**config.mk**
```make
export PLATFORM = sky130hd
export DESIGN_NAME = wb_la_master
export DESIGN_NICKNAME = d
export VERILOG_FILES = /design/src/rtl/wb_la_master.sv
export SDC_FILE = /design/constraint.sdc
export NUM_CORES = 1
export LEC_CHECK = 0
export CAP_MARGIN = 40
export CORE_ASPECT_RATIO = 1.25
export CORE_MARGIN = 5
export CORE_UTILIZATION = 30
export DETAILED_ROUTE_END_ITERATION = 16
export PLACE_DENSITY = 0.61
export REMOVE_ABC_BUFFERS = 1
export SETUP_SLACK_MARGIN = 0.5
export SYNTH_ARGS = -nofsm -noshare
export SYNTH_HDL_FRONTEND = slang
export SYNTH_SLANG_ARGS = --single-unit
export TNS_END_PERCENT = 1
```
**constraint.sdc**
```tcl
create_clock -name clock -period 2 [get_ports clock]
set_input_delay 0.4 -clock clock [delete_from_list [all_inputs] [get_ports clock]]
set_output_delay 0.4 -clock clock [all_outputs]
set_load 0.02 [all_outputs]
```
**src/rtl/wb_la_master.sv**
```systemverilog
// Single-outstanding Wishbone classic initiator: one command in, one byte-lane bus
// cycle with ack timeout, one response out. Timed-out transactions are counted.
module wb_la_master #(
  parameter int TIMEOUT = 16
) (
  input  logic        clock,
  input  logic        reset_n,
  input  logic        cmd_valid,
  output logic        cmd_ready,
  input  logic        cmd_we,
  input  logic [31:0] cmd_addr,
  input  logic [7:0]  cmd_wdata,
  output logic        rsp_valid,
  input  logic        rsp_ready,
  output logic [7:0]  rsp_rdata,
  output logic        rsp_err,
  output logic        wbm_cyc_o,
  output logic        wbm_stb_o,
  output logic        wbm_we_o,
  output logic [3:0]  wbm_sel_o,
  output logic [31:0] wbm_adr_o,
  output logic [31:0] wbm_dat_o,
  input  logic        wbm_ack_i,
  input  logic [31:0] wbm_dat_i,
  output logic [7:0]  err_count,
  output logic [1:0]  dbg_state
);

  // Handshakes: a transfer happens on a rising edge where valid and ready are both
  // high; cmd_ready depends only on registered state, and rsp_valid, once raised,
  // holds with stable rsp_rdata/rsp_err until rsp_ready is seen.
  typedef enum logic [1:0] {
    IDLE = 2'd0,
    BUS  = 2'd1,
    RESP = 2'd2
  } state_t;

  localparam logic [7:0] LAST_WAIT = 8'(TIMEOUT - 1);

  state_t     state;
  state_t     state_next;
  logic [7:0] wait_cnt;
  logic       bus_ack;
  logic       bus_timeout;
  logic       unused_dat;

  assign cmd_ready   = (state == IDLE);
  assign rsp_valid   = (state == RESP);
  assign dbg_state   = state;
  assign bus_ack     = (state == BUS) && wbm_ack_i;
  // Ack wins over timeout when both land in the same cycle.
  assign bus_timeout = (state == BUS) && !wbm_ack_i && (wait_cnt == LAST_WAIT);
  assign unused_dat  = &wbm_dat_i[31:8];

  always_ff @(posedge clock or negedge reset_n) begin
    if (!reset_n) state <= IDLE;
    else          state <= state_next;
  end

  always_comb begin
    state_next = state;
    case (state)
      IDLE:    if (cmd_valid) state_next = BUS;
      BUS:     if (bus_ack || bus_timeout) state_next = RESP;
      RESP:    if (rsp_ready) state_next = IDLE;
      default: state_next = IDLE;
    endcase
  end

  // Bus outputs double as the latched command; they hold after cyc/stb drop.
  always_ff @(posedge clock or negedge reset_n) begin
    if (!reset_n) begin
      wbm_cyc_o <= 1'b0;
      wbm_stb_o <= 1'b0;
      wbm_we_o  <= 1'b0;
      wbm_sel_o <= 4'b0000;
      wbm_adr_o <= 32'h0;
      wbm_dat_o <= 32'h0;
      wait_cnt  <= 8'h00;
      rsp_rdata <= 8'h00;
      rsp_err   <= 1'b0;
      err_count <= 8'h00;
    end else begin
      case (state)
        IDLE: begin
          if (cmd_valid) begin
            wbm_cyc_o <= 1'b1;
            wbm_stb_o <= 1'b1;
            wbm_we_o  <= cmd_we;
            wbm_sel_o <= 4'b0001;
            wbm_adr_o <= cmd_addr;
            wbm_dat_o <= {24'h0, cmd_wdata};
            wait_cnt  <= 8'h00;
          end
        end
        BUS: begin
          if (bus_ack) begin
            wbm_cyc_o <= 1'b0;
            wbm_stb_o <= 1'b0;
            rsp_rdata <= wbm_we_o ? 8'h00 : wbm_dat_i[7:0];
            rsp_err   <= 1'b0;
          end else if (bus_timeout) begin
            wbm_cyc_o <= 1'b0;
            wbm_stb_o <= 1'b0;
            rsp_rdata <= 8'hFF;
            rsp_err   <= 1'b1;
            if (err_count != 8'hFF) err_count <= err_count + 8'h01;
          end else begin
            wait_cnt <= wait_cnt + 8'h01;
          end
        end
        default: ;
      endcase
    end
  end

endmodule

```
==> out/metrics.yaml <==
route:
  drt_iter0_markers: 50
  wl_per_cell_um: 13.72
  remaining_drc_errors: 0
  drtPass1Iterations: 4
  num_vias: 2683
  drt-total-wl_um: 8326
  via_per_inst: 4.420
  postRouteAntennaNets: 0
timing:
  worst_clock_skew_ns: 0.003852
  finalSetupViolations: 0
  period_minus_slack_ns: 1.713
  min_period_over_period: 0.8566
  holdWs_ns: 0.09154
  final.setup.tns_ns: 0
  rsz0062_at_grt: "yes"
  hold_violations: 0
  max_freq_mhz: 583.7
  slew_violations: 0
place:
  routabilityCongestion: 0.7954
  dp.cells: 590
  portBuffers: 118
  dpl.hpwl_um: 5970
  place_area_mm2: 0.004561
worst_setup_path:
  cp.required_ns: 1.60
  endpoint_kind: "primary output"
  slowest_stage: "clkdlybuf4s50_1"
  cp.buffers_inverters: 1
  worstSetupPathType: "reg2out"
  crit_fanout: 3
  cp_cell_sequence: "clkdlybuf4s50_1"
  critical_path.top_delay_family: "buffers and inverters"
  crit_arrival_ns: 1.31
  start_kind: "flop"
  slowest_delay_ns: 0.62
synth:
  async_flop_share: 1.000
  synth.distinct_cells: 47
  syn-cell-area_mm2: 0.003211
  yosys_warnings: 0
  synth_top_area_frac: 0.5456
  synth_top_flop_cell: "dfrtp_1"
  synth_edf_count: 0
  synth.avg_cell_area_um2: 9.584
  synth_seq_cells: 70
  seq_area_frac_synth: 0.5456
  synth_area_leaders: "dfrtp_1 (55%), nand2_1 (16%), buf_4 (6.8%), o22a_1 (2.2%), xor2_1 (1.6%)"
  yosysTopAreaCell: "dfrtp_1"
  synth_cells: 335
cells_and_area:
  fin_util: 0.4630
  layout-drive-gt1-share: 0.1242
  fillCellCount: 1041
  syn2layout_area_growth_pct: 52.34
  fin_nets: 552
  final_cells: 607
  stdcell_area_mm2: 0.004891
  diodes: 0
grt:
  grt_pass1_wl_um: 13150
  gr-total-overflow: 0
  grt_pass1_vias: 2633
  antenna_found_initial: 0
  track_usage: 0.1301
  grt_start_max_net_pins: 71
cts:
  cts_sinks: 70
  clock-root-buffer: "clkbuf_16"
  clk_latency_ns: 0.32
  path_clk_slew_ns: 0.05
  cts_buffers: 9
  cts-htree-levels: 3
  clk_path_buf_depth: 2
  cts_tree: "built"
power_and_ir_drop:
  vdd_drop_max_v: 0.0005176
  cellPowerDensity_mw_per_mm2: 1422
  power_leakage_nw: 2.361
floorplan:
  start_util: 0.3040
  core_mm2: 0.01056
  dieWidth_um: 102.5
  io_pins: 170
  die-area_mm2: 0.01288
  die_h_um: 125.7
  rows: 42
status:
  status: "finished clean"
hold_path:
  hold_path.class: "in2async"
flow_run:
  cap_violations: 0
per-stage QoR:
step                worst slack (ns)  power [W]
finish                        0.2869   0.006956
global route                  0.2114   0.007423
CTS                           0.2545   0.007057
detailed placement          -0.07670   0.005557
global placement            -0.04652   0.005515
floorplan                    -0.2503   0.003835
synth_stat cells, types with 2 or more instances:
master,count
dfrtp_1,70
nor4_2,3
nand4_1,3
inv_2,2
or4_1,4
buf_4,29
ha_1,2
o22a_1,8
a21oi_1,6
o21ai_0,2
inv_1,4
nand2_1,134
nor2b_1,8
clkbuf_1,5
nand3_1,6
o21ai_1,3
buf_2,5
nor2_1,6
o31ai_1,2
xor2_1,6
metal layers:
layer | share of wire | wire length, µm | vias to the layer above | track usage
li1 | - | - | 1312 | -
met2 | 0.49 | 4040 | 105 | 0.2080
met5 | 0 | 0 | - | 0
met1 | 0.41 | 3385 | 1256 | 0.1567
met3 | 0.091 | 759 | 10 | 0.04314
met4 | 0.017 | 140 | 0 | 0.06023
timing repair:
item | CTS | global route
buffers inserted | 0 | 3
setup endpoints to repair | 90 | 92
pin swaps | 0 | 2
gates resized for setup | 13 | 12
hold buffers | 0 | 0
kinds of logic (layout without fill, tap and decap cells):
family | Yosys count | in the layout | synth area share
buffers and inverters | 46 | 160 | 0.09197
adder cells (fa/ha/maj) | 2 | 2 | 0.007793
AO/OA/AOI/OAI | 28 | 28 | 0.06703
AND/OR/NAND/NOR | 180 | 180 | 0.2635
multiplexers | 2 | 2 | 0.006625
flip-flops | 70 | 70 | 0.5456
other | 1 | 27 | 0.001168
XOR/XNOR | 6 | 6 | 0.01637
cell usage in the layout, fill, tap and decap left out, drive strengths merged, types with 2 or more instances in the layout:
master         instances
dfrtp                 70
nor4                   4
nor2b                  9
nor2                   7
nand2                134
o31ai                  2
xor2                   6
o22a                   8
buf                   23
dlymetal6s2s           2
nand3                  7
inv                    6
or4                    5
clkdlybuf4s50        104
clkbuf                13
a21oi                  6
ha                     2
o21ai                  5
nand4                  3
dlygate4sd2           10
conb                  27
sequential cells by signal, indices dropped and copies added (netlist names):
| signal | cells |
|---|---|
| rsp_rdata | 8 |
| wbm_we_o | 1 |
| err_count | 8 |
| wbm_stb_o | 1 |
| wbm_adr_o | 32 |
| dbg_state | 2 |
| rsp_err | 1 |
| wbm_dat_o | 8 |
| wbm_sel_o | 1 |
| wait_cnt | 8 |
area by class of cell:
class | instances | area (µm²) | area share
inverter | 6 | 22.52 | 0.004605
clock buffer | 13 | 270.3 | 0.05526
sequential | 70 | 1755 | 0.3589
clock inverter | 1 | 5.005 | 0.001023
multi-input combinational | 245 | 1297 | 0.2653
timing repair buffer | 140 | 1375 | 0.2811
tap | 132 | 165.2 | 0.03377
where the power goes:
part           switching [W]  internal, W  leakage (nW)
sequential          0.000295      0.00195         0.873
combinational        0.00175      0.00150          1.35
clock               0.000541     0.000924         0.138
path summary, 6_finish.rpt:
path / endpoint / cells after the start / slack [ns] / from
min: rsp_rdata[1] / 2 / 0.09 / reset_n
min reg2reg: wbm_sel_o[0] / 1 / 0.46 / wbm_sel_o[0]
max: err_count[6] / 1 / 0.29 / err_count[6]
max reg2reg: err_count[6] / 6 / 0.31 / dbg_state[1]
max in group asynchronous: wait_cnt[0] / 2 / 1.58 / reset_n
min in group clock: wbm_sel_o[0] / 1 / 0.46 / wbm_sel_o[0]
No activity file was read; power rests on OpenSTA's default activity.
